$ cat src/rtl/pe_eject_pkg.sv
// Shared constants, flit-type encodings and helpers for the PE ejection buffer.
package pe_eject_pkg;

    localparam int unsigned VCHW        = 0;             // msb index of a VC id
    localparam int unsigned DATAW       = 31;            // msb index of a flit
    localparam int unsigned VCH_BITS    = VCHW + 1;
    localparam int unsigned DATA_BITS   = DATAW + 1;
    localparam int unsigned NUM_VCH     = 1 << VCH_BITS;
    localparam int unsigned PE_EJ_DEPTH = 4;
    localparam int unsigned TYPE_MSB    = 31;
    localparam int unsigned TYPE_LSB    = 30;

    typedef enum logic [1:0] {
        FLIT_BODY     = 2'b00,
        FLIT_HEAD     = 2'b01,
        FLIT_TAIL     = 2'b10,
        FLIT_HEADTAIL = 2'b11
    } flit_type_e;

    typedef enum logic {
        ARB_UNLOCKED = 1'b0,
        ARB_LOCKED   = 1'b1
    } arb_state_e;

    function automatic flit_type_e flit_type(input logic [DATA_BITS-1:0] flit);
        return flit_type_e'(flit[TYPE_MSB:TYPE_LSB]);
    endfunction

    function automatic logic opens_pkt(input logic [DATA_BITS-1:0] flit);
        return (flit_type(flit) == FLIT_HEAD) || (flit_type(flit) == FLIT_HEADTAIL);
    endfunction

    function automatic logic closes_pkt(input logic [DATA_BITS-1:0] flit);
        return (flit_type(flit) == FLIT_TAIL) || (flit_type(flit) == FLIT_HEADTAIL);
    endfunction

endpackage

$ cat src/rtl/pe_eject_vcfifo.sv
// Single-VC synchronous FIFO; a push while full is taken only if a pop happens in the same cycle.
module pe_eject_vcfifo
    import pe_eject_pkg::*;
#(
    parameter int unsigned DEPTH = PE_EJ_DEPTH,
    parameter int unsigned W     = DATA_BITS
) (
    input  logic         clk,
    input  logic         rst_,
    input  logic         push,
    input  logic         pop,
    input  logic [W-1:0] wdata,
    output logic         full,
    output logic         empty,
    output logic [W-1:0] rdata
);

    localparam int unsigned AW = (DEPTH > 1) ? $clog2(DEPTH) : 1;
    localparam int unsigned CW = AW + 1;

    logic [W-1:0]  mem [DEPTH];
    logic [AW-1:0] wr_ptr;
    logic [AW-1:0] rd_ptr;
    logic [CW-1:0] count;
    logic          do_push;
    logic          do_pop;

    assign full    = (count == CW'(DEPTH));
    assign empty   = (count == '0);
    assign rdata   = mem[rd_ptr];
    assign do_pop  = pop && !empty;
    assign do_push = push && (!full || do_pop);

    // Storage array; contents need no reset since count gates visibility
    always_ff @(posedge clk) begin
        if (do_push) begin
            mem[wr_ptr] <= wdata;
        end
    end

    // Pointer and occupancy tracking
    always_ff @(posedge clk) begin
        if (!rst_) begin
            wr_ptr <= '0;
            rd_ptr <= '0;
            count  <= '0;
        end else begin
            if (do_push) begin
                wr_ptr <= wr_ptr + AW'(1);
            end
            if (do_pop) begin
                rd_ptr <= rd_ptr + AW'(1);
            end
            case ({do_push, do_pop})
                2'b10:   count <= count + CW'(1);
                2'b01:   count <= count - CW'(1);
                default: count <= count;
            endcase
        end
    end

endmodule

$ cat src/rtl/pe_eject.sv
// PE-side ejection buffer: per-VC FIFOs, whole-packet round-robin delivery, credit return.
// Optional macro PE_EJECT_STATS_EN adds opkt_cnt, a wrapping count of forwarded packet tails.
module pe_eject
    import pe_eject_pkg::*;
#(
    parameter int unsigned DEPTH = PE_EJ_DEPTH,
    parameter int unsigned NVCH  = NUM_VCH
) (
    input  logic                 clk,
    input  logic                 rst_,
    input  logic [DATA_BITS-1:0] idata,
    input  logic                 ivalid,
    input  logic [VCH_BITS-1:0]  ivch,
    input  logic                 iready,
    output logic [DATA_BITS-1:0] odata,
    output logic                 ovalid,
    output logic                 ocredit,
    output logic [VCH_BITS-1:0]  ocredit_vch,
    output logic                 oerr
`ifdef PE_EJECT_STATS_EN
    ,
    output logic [15:0]          opkt_cnt
`endif
);

    arb_state_e           state;
    logic [VCH_BITS-1:0]  lock_vc;
    logic [VCH_BITS-1:0]  rr;

    logic [NVCH-1:0]      fifo_full;
    logic [NVCH-1:0]      fifo_empty;
    logic [NVCH-1:0]      fifo_push;
    logic [NVCH-1:0]      fifo_pop;
    logic [DATA_BITS-1:0] fifo_head [NVCH];

    logic                 pop_en;
    logic [VCH_BITS-1:0]  pop_vc;
    logic [VCH_BITS-1:0]  cand;
    logic [DATA_BITS-1:0] pop_flit;
    logic                 push_drop;
    logic                 proto_err;

    // One FIFO per virtual channel
    for (genvar v = 0; v < NVCH; v++) begin : g_vc
        assign fifo_push[v] = ivalid && (ivch == VCH_BITS'(v));
        assign fifo_pop[v]  = pop_en && (pop_vc == VCH_BITS'(v));

        pe_eject_vcfifo #(
            .DEPTH (DEPTH),
            .W     (DATA_BITS)
        ) u_fifo (
            .clk   (clk),
            .rst_  (rst_),
            .push  (fifo_push[v]),
            .pop   (fifo_pop[v]),
            .wdata (idata),
            .full  (fifo_full[v]),
            .empty (fifo_empty[v]),
            .rdata (fifo_head[v])
        );
    end

    // Pop selection: locked VC only, otherwise first non-empty VC from rr
    always_comb begin
        pop_en = 1'b0;
        pop_vc = rr;
        cand   = '0;
        if (state == ARB_LOCKED) begin
            pop_vc = lock_vc;
            pop_en = iready && !fifo_empty[lock_vc];
        end else if (iready) begin
            for (int unsigned k = 0; k < NVCH; k++) begin
                cand = rr + VCH_BITS'(k);
                if (!pop_en && !fifo_empty[cand]) begin
                    pop_en = 1'b1;
                    pop_vc = cand;
                end
            end
        end
    end

    assign pop_flit  = fifo_head[pop_vc];
    assign push_drop = ivalid && fifo_full[ivch] && !fifo_pop[ivch];
    assign proto_err = pop_en && (state == ARB_UNLOCKED) && !opens_pkt(pop_flit);

    // Lock FSM, round-robin pointer, registered outputs and error flag
    always_ff @(posedge clk) begin
        if (!rst_) begin
            state       <= ARB_UNLOCKED;
            lock_vc     <= '0;
            rr          <= '0;
            odata       <= '0;
            ovalid      <= 1'b0;
            ocredit     <= 1'b0;
            ocredit_vch <= '0;
            oerr        <= 1'b0;
        end else begin
            ovalid  <= pop_en;
            ocredit <= pop_en;
            if (pop_en) begin
                odata       <= pop_flit;
                ocredit_vch <= pop_vc;
                rr          <= pop_vc + VCH_BITS'(1);
            end
            if (push_drop || proto_err) begin
                oerr <= 1'b1;
            end
            case (state)
                ARB_UNLOCKED: begin
                    if (pop_en && (flit_type(pop_flit) == FLIT_HEAD)) begin
                        state   <= ARB_LOCKED;
                        lock_vc <= pop_vc;
                    end
                end
                ARB_LOCKED: begin
                    if (pop_en && closes_pkt(pop_flit)) begin
                        state <= ARB_UNLOCKED;
                    end
                end
                default: state <= ARB_UNLOCKED;
            endcase
        end
    end

`ifdef PE_EJECT_STATS_EN
    // Forwarded-packet counter, advanced when a closing flit is popped
    always_ff @(posedge clk) begin
        if (!rst_) begin
            opkt_cnt <= '0;
        end else if (pop_en && closes_pkt(pop_flit)) begin
            opkt_cnt <= opkt_cnt + 16'd1;
        end
    end
`endif

endmodule

$ cat config.mk
export PLATFORM = sky130hd
export DESIGN_NAME = pe_eject
export DESIGN_NICKNAME = d
export VERILOG_FILES = /design/src/rtl/pe_eject_pkg.sv /design/src/rtl/pe_eject_vcfifo.sv /design/src/rtl/pe_eject.sv
export SDC_FILE = /design/constraint.sdc
export NUM_CORES = 1
export LEC_CHECK = 0
export BUFFER_PORTS_ARGS = -buffer_cell sky130_fd_sc_hd__buf_2
export CORE_UTILIZATION = 34
export CTS_CLUSTER_DIAMETER = 120
export CTS_CLUSTER_SIZE = 8
export DETAILED_ROUTE_END_ITERATION = 12
export GPL_ROUTABILITY_DRIVEN = 0
export HOLD_SLACK_MARGIN = 0.05
export PLACE_DENSITY_LB_ADDON = 0.25
export SYNTH_ARGS = -nofsm -noshare
export SYNTH_HDL_FRONTEND = slang
export SYNTH_SLANG_ARGS = --single-unit
$ cat constraint.sdc
create_clock -name clk -period 3.3 [get_ports clk]
set_clock_uncertainty 0.15 [all_clocks]
set_input_delay 0.33 -clock clk [delete_from_list [all_inputs] [get_ports clk]]
set_output_delay 0.33 -clock clk [all_outputs]
set_load 0.02 [all_outputs]
# Yosys cells after proc, flatten, opt, wreduce, memory -nomap -nowiden
# Memories as Yosys holds them, arrays and structs flattened. A register that Yosys moved wholly into a read port is not among the register bits.
# Index checks and enable logic that the tools add are counted.
[word_totals]
n_memories = 2
reg_bits = 52
ram_bits = 256
word_cells = 113
output_inout_bits = 36
[memory_table]
columns = ["name", "depth", "word_bits", "rd", "rd_ports_with_merged_regs", "write_ports", "line_no", "rtl"]
rows = [
  ["g_vc[0].u_fifo.mem", 4, 32, 1, 1, 1, "pe_eject_vcfifo.sv:21", "logic [W-1:0] mem [DEPTH];"],
  ["g_vc[1].u_fifo.mem", 4, 32, 1, 1, 1, "pe_eject_vcfifo.sv:21", ""],
]
[op_classes]
n_reduce_logical = 35
n_eq_ne = 9
n_mux = 35
n_bitwise = 4
n_addsub = 10
magnitude_cmp = 5
[op_table]
columns = ["operator", "n"]
rows = [
  ["$mux W32", 3],
  ["$mux W1", 25],
  ["$logic_and A1 B1 Y1", 16],
  ["$pmux W3 S2", 2],
  ["$logic_not A1 Y1", 9],
  ["$add A2 B1 Y2 const B", 4],
  ["$eq A2 B2 Y1 const B", 4],
  ["$lt A1 B2 Y1 const B", 4],
  ["$mux W2", 4],
  ["$add A3 B1 Y3 const B", 2],
  ["$eq A2 B1 Y1 const B", 3],
  ["$eq A3 B3 Y1 const B", 2],
  ["$logic_not A3 Y1", 2],
  ["$sub A3 B1 Y3 const B", 2],
  ["$logic_or A1 B1 Y1", 5],
  ["$reduce_bool A2 Y1", 2],
  ["$not A1 Y1", 3],
  ["$add A1 B1 Y1 const B", 2],
  ["$ge A2 B2 Y1 const B", 1],
  ["$not A1 Y2", 1],
  ["$pmux W1 S2", 1],
  ["$reduce_and A2 Y1", 1],
]

# Depth between registers and ports, before layout
[depth]
depth_word = 20
ltp_mapped = 8
ltp_nobuf = 7

# Cells and area by module
# A second synthesis with hierarchy kept.
[unflattened]
hier_cells = 628
area_unflattened_um2 = 12097.9
[modules_own_cells]
columns = ["mod", "n_inst", "area_per_inst_um2", "cells_per_inst"]
rows = [
  ["pe_eject_vcfifo", 2, 5107.4, 221],
  ["pe_eject", 1, 1883.1, 186],
]

# Worst setup path after synthesis
# OpenSTA, ideal clock, no wires.
[synth_timing]
path_type = "register -> register"
from = "reg g_vc[0].u_fifo.count[0]"
to = "mem g_vc[1].u_fifo.mem[1][0] (netlist name), enable pin"
path_stages_with_launch = 6
arrival_ns = 2.126
path_buffers = 1
required_time_ns = 2.758
synth_period_minus_slack_ns = 2.668
slack_ns = 0.632
cell_sequence = "dfxtp_1 > buf_4 > nor3_1 > o2111ai_1 > a21oi_1 > and2_1"
[synth_between]
elab_chain_len = 17
word_cells_on_any_way = 27
classes_between = "mux: 17; reduce/logical: 10"
[synth_rtl]
columns = ["item", "line_no", "rtl"]
rows = [
  ["start, declared", "pe_eject_vcfifo.sv:24", "logic [CW-1:0] count;"],
  ["start signal, assigned", "pe_eject_vcfifo.sv:55", "2'b10: count <= count + CW'(1);"],
  ["start signal, assigned", "pe_eject_vcfifo.sv:56", "2'b01: count <= count - CW'(1);"],
  ["start signal, assigned", "pe_eject_vcfifo.sv:57", "default: count <= count;"],
  ["$logic_not A3 Y1 *", "pe_eject_vcfifo.sv:29", "assign empty = (count == '0);"],
  ["$mux W1 (not written as such) (2 in a row)", "pe_eject.sv:74", "if (!pop_en && !fifo_empty[cand]) begin"],
  ["$mux W1", "pe_eject.sv:74", ""],
  ["$mux W1", "pe_eject.sv:71", "end else if (iready) begin"],
  ["$mux W1", "pe_eject.sv:68", "if (state == ARB_LOCKED) begin"],
  ["$logic_not A1 Y1", "pe_eject.sv:74", ""],
  ["$logic_and A1 B1 Y1", "pe_eject.sv:74", ""],
  ["$mux W1", "pe_eject.sv:74", ""],
  ["$mux W1", "pe_eject.sv:71", ""],
  ["$mux W1", "pe_eject.sv:68", ""],
  ["$logic_and A1 B1 Y1 *", "pe_eject.sv:46", "assign fifo_pop[v] = pop_en && (pop_vc == VCH_BITS'(v));"],
  ["$logic_and A1 B1 Y1 *", "pe_eject_vcfifo.sv:31", "assign do_pop = pop && !empty;"],
  ["$logic_or A1 B1 Y1 *", "pe_eject_vcfifo.sv:32", "assign do_push = push && (!full || do_pop);"],
  ["$logic_and A1 B1 Y1 *", "pe_eject_vcfifo.sv:32", ""],
  ["$mux W1 *", "pe_eject_vcfifo.sv:36", "if (do_push) begin"],
  ["$mux W1 (not written as such) *", "pe_eject_vcfifo.sv:37", "mem[wr_ptr] <= wdata;"],
  ["end, declared", "pe_eject_vcfifo.sv:21", ""],
]
# Every way passes the cells marked *; elsewhere a longest branch is shown, timed or not. The select of a mux whose other input is x is not followed.

# Worst setup path in the final report
[layout_timing]
from = "reg state"
to = "reg g_vc[1].u_fifo.count[2]"
[layout_between]
elab_chain_len = 7
word_cells_on_any_way = 10
classes_between = "eq/ne: 2; mux: 3; reduce/logical: 5"
[layout_rtl]
columns = ["item", "line_no", "rtl"]
rows = [
  ["start, declared", "pe_eject.sv:26", "arb_state_e state;"],
  ["start signal, assigned", "pe_eject.sv:89", "state <= ARB_UNLOCKED;"],
  ["start signal, assigned", "pe_eject.sv:111", "state <= ARB_LOCKED;"],
  ["start signal, assigned", "pe_eject.sv:117", "state <= ARB_UNLOCKED;"],
  ["$mux W1", "pe_eject.sv:68", ""],
  ["$logic_and A1 B1 Y1 *", "pe_eject.sv:46", ""],
  ["$logic_and A1 B1 Y1 *", "pe_eject_vcfifo.sv:31", ""],
  ["$logic_or A1 B1 Y1", "pe_eject_vcfifo.sv:32", ""],
  ["$logic_and A1 B1 Y1", "pe_eject_vcfifo.sv:32", ""],
  ["$eq A2 B1 Y1 or $eq A2 B2 Y1 (tied branches)", "pe_eject_vcfifo.sv:54", "case ({do_push, do_pop})"],
  ["$pmux W3 S2 or $reduce_bool A2 Y1 (tied branches)", "n/a", ""],
  ["end signal, assigned", "pe_eject_vcfifo.sv:55", ""],
  ["end signal, assigned", "pe_eject_vcfifo.sv:56", ""],
  ["end signal, assigned", "pe_eject_vcfifo.sv:57", ""],
  ["end, declared", "pe_eject_vcfifo.sv:24", ""],
]
# Every way passes the cells marked *; elsewhere a longest branch is shown, timed or not.
# A chain may end at the register's enable or synchronous reset.

==> out/metrics.cfg <==
[outcome]
status = completed

[worst_setup_path]
cp-start-kind = register
end_kind = register
reg2reg_from = state$_SDFF_PN0_
crit_arrival_ns = 3.05
path_class = reg -> reg
r2r_cells = 7
crit_fanout = 12
critPathLaunch = state$_SDFF_PN0_
worstPathRequired_ns = 3.57

[synthesis]
synthesis.nets = 675
post_synth.cell_area_avg_um2 = 19.0
ys.flop_type = edfxtp_1
synth_area_um2 = 12000
synth_edf_count = 256
yosysSeqAreaShare_pct = 73.7
syn_inst = 628
yosysWarnings = 0
synth.distinct_cells = 49
synth-seq-cells = 312
ys_async_sr_fraction_pct = 0

[timing]
totalNegativeSetupSlack_ns = 0
fin_crit_sh_pct = 84.1
relSlewSlack_pct = 42.0
max_freq_mhz = 360
setup_violations = 0
rsz0062_at_grt = no
final_max_slew_viol_count = 0
fin_crit_ns = 2.78
hold_viol_final = 0
tightest_slew_ns = 0.869

[hold_path]
holdPathStages = 5
hp-class = in -> reg
min_from = iready

[global_routing]
overflow = 0
first_global_vias = 6679
track_usage_pct = 14.7
grt_pass1_wl_um = 39700
grt_max_degree = 36
antenna_found_initial = 0

[detailed_routing]
vias_per_cell = 4.98
drtAntennaViolNets = 0
routed_wl_um = 25800
drtIter0Drc = 369
met2_length_um = 12900
wl_met1_um = 11300
wl_per_cell_um = 20.5
first_pass_iters = 5
drc = 0
maxUsedRoutingLayer = met4
vias = 6242
met3_length_um = 1060

[clocking]
clkLatencyLatePin_ns = 0.53
cts.sinks = 312
cts_tree = yes
cts_buffers = 44
clock_path_buffers = 3
htree_num_levels = 2
path_clk_slew_ns = 0.05
cts_root_buf = clkbuf_16

[power]
leakage_nw = 4.82
seqPwrFrac_pct = 40.7
switching_share_pct = 30.1
p_switching_mw = 3.76
internal_power_mw = 8.73
powerDensity_nw_per_um2 = 855
p_clk_share_pct = 33.4
pwr-share-comb_pct = 25.9
peakVddDrop_uv = 516

[die]
dieWidth_um = 190
die_area_um2 = 35900
core-area_um2 = 34500
io_pins = 73
start_util_pct = 34.6
die_h_um = 190
rows = 68

[final_layout]
antenna_cells = 0
layout-drive-gt1-share_pct = 27.5
fillers = 3081
final_nets = 811
stdcell_area_um2 = 14600
multiInputGateArea_um2 = 2960
syn_to_final_growth_pct = 22.3
regArea_um2 = 8810

[job]
maxCapViolations = 0

[place]
hpwl_um = 15700
postPlaceCellArea_um2 = 13000
portBuffers = 72

==> critical path: stages, from the launching register on <==
cell and delay, ns:
dfxtp_1 0.60, or2_2 0.22, o2111a_1 0.35, nand2_1 0.13
fa_1 0.47, a2111oi_0 0.43, o21ai_0 0.15, o311a_1 0.15
==> synth_stat cells (2+ instances only) <==
master / n / area, um^2
edfxtp_1: 256 / 7690
mux4_2: 64 / 1440
dfxtp_1: 56 / 1120
nor2_1: 52 / 195
mux2i_1: 35 / 350
a211oi_1: 33 / 248
clkbuf_1: 21 / 78.8
inv_1: 10 / 37.5
and2_1: 8 / 50.1
ha_1: 8 / 100
a21oi_1: 7 / 35.0
buf_2: 7 / 35.0
nand2_1: 7 / 26.3
nor3_1: 6 / 30.0
xnor2_1: 6 / 52.6
nand2b_1: 4 / 25.0
buf_4: 3 / 22.5
buf_6: 3 / 33.8
o21ai_0: 3 / 15.0
a2111oi_0: 2 / 17.5
and3_1: 2 / 12.5
fa_1: 2 / 40.0
nand3_1: 2 / 10.0
nor3b_1: 2 / 15.0
o2111ai_1: 2 / 17.5
o311a_1: 2 / 20.0
or3_1: 2 / 12.5
xor2_1: 2 / 17.5
==> per-layer routing <==
metal	up-vias	global-route usage [%]
li1	2808	-
met4	0	4.44
met2	153	24.9
met1	3241	19.0
met3	40	2.93
met5	-	0
==> logic make-up after synthesis <==
group / count (synthesis) / share of synthesized area [%]
xor gates and xnor gates: 8 / 0.586
AOI/OAI and AO/OA: 65 / 4.25
adders and majority gates: 10 / 1.17
muxes: 100 / 15.1
DFF: 312 / 73.7
buffers and inverters: 45 / 1.77
and+or+nand+nor: 88 / 3.45
==> area by class of cell <==
cell class,instances,share of cell area (%)
clock inverter,1,0.111
clock buffer,80,8.75
tap,455,3.89
timing repair buffer,125,6.47
inverter,10,0.257
multi-input combinational,271,20.2
sequential,312,60.3
==> repair_timing <==
item                      in CTS  in global routing
hold endpoints to repair     262                  0
gates resized for setup        0                  0
buffers inserted               0                  0
hold buffers                  35                  0
==> worst paths after layout <==
path                                          endpoint  slack, ns
setup reg to reg  g_vc[1].u_fifo.count[2]$_SDFFE_PN0P_       0.52
setup / recovery  g_vc[1].u_fifo.count[2]$_SDFFE_PN0P_       0.52
hold reg to reg                 odata[31]$_SDFFE_PN0N_       0.35
hold / removal                       oerr$_SDFFE_PN0P_       0.17
==> placed cells by master, fill, tap and decap left out, types with 6 or more instances in the layout <==
master           n
a21oi_1          6
a211oi_1        33
xnor2_1          6
buf_12           8
nand2_1          7
clkbuf_1        34
mux2i_1         35
buf_4           10
nor2_1          52
clkbuf_16       46
edfxtp_1       256
buf_2           72
and2_2           8
mux4_2          64
nor3_1           6
ha_1             8
inv_1            9
dlygate4sd3_1   35
dfxtp_1         52
==> registers in the layout, summed over array words and instances (netlist names), named ones only <==
signal              count
g_vc.u_fifo.mem       256
odata                  32
g_vc.u_fifo.count       6
g_vc.u_fifo.rd_ptr      4
g_vc.u_fifo.wr_ptr      4
lock_vc                 1
ocredit                 1
ocredit_vch             1
oerr                    1
rr                      1
state                   1
==> stage by stage <==
step	cells	power [mW]	hold slack [ns]	util [%]	worst slack, ns
final	1254	12.5	0.167	42.3	0.524
after floorplan	628	7.47	0.279	-	0.632
after detailed placement	1138	8.42	0.349	37.6	0.528
after CTS	1254	12.7	0.146	42.3	0.521
after global routing	1254	13.1	0.185	42.3	0.264
after global placement	1138	8.33	0.333	37.6	0.605
==> power groups by stage <==
stage	Sequential [mW]	Combinational [mW]	Clock [mW]
2_1_floorplan	5.23	2.23	0
3_3_place_gp	5.15	3.18	0
3_5_place_dp	5.18	3.24	0
4_1_cts	5.11	3.29	4.28
5_1_grt	5.16	3.53	4.42
6_report	5.09	3.23	4.18
Note: power is estimated with default switching activity, not from simulation.
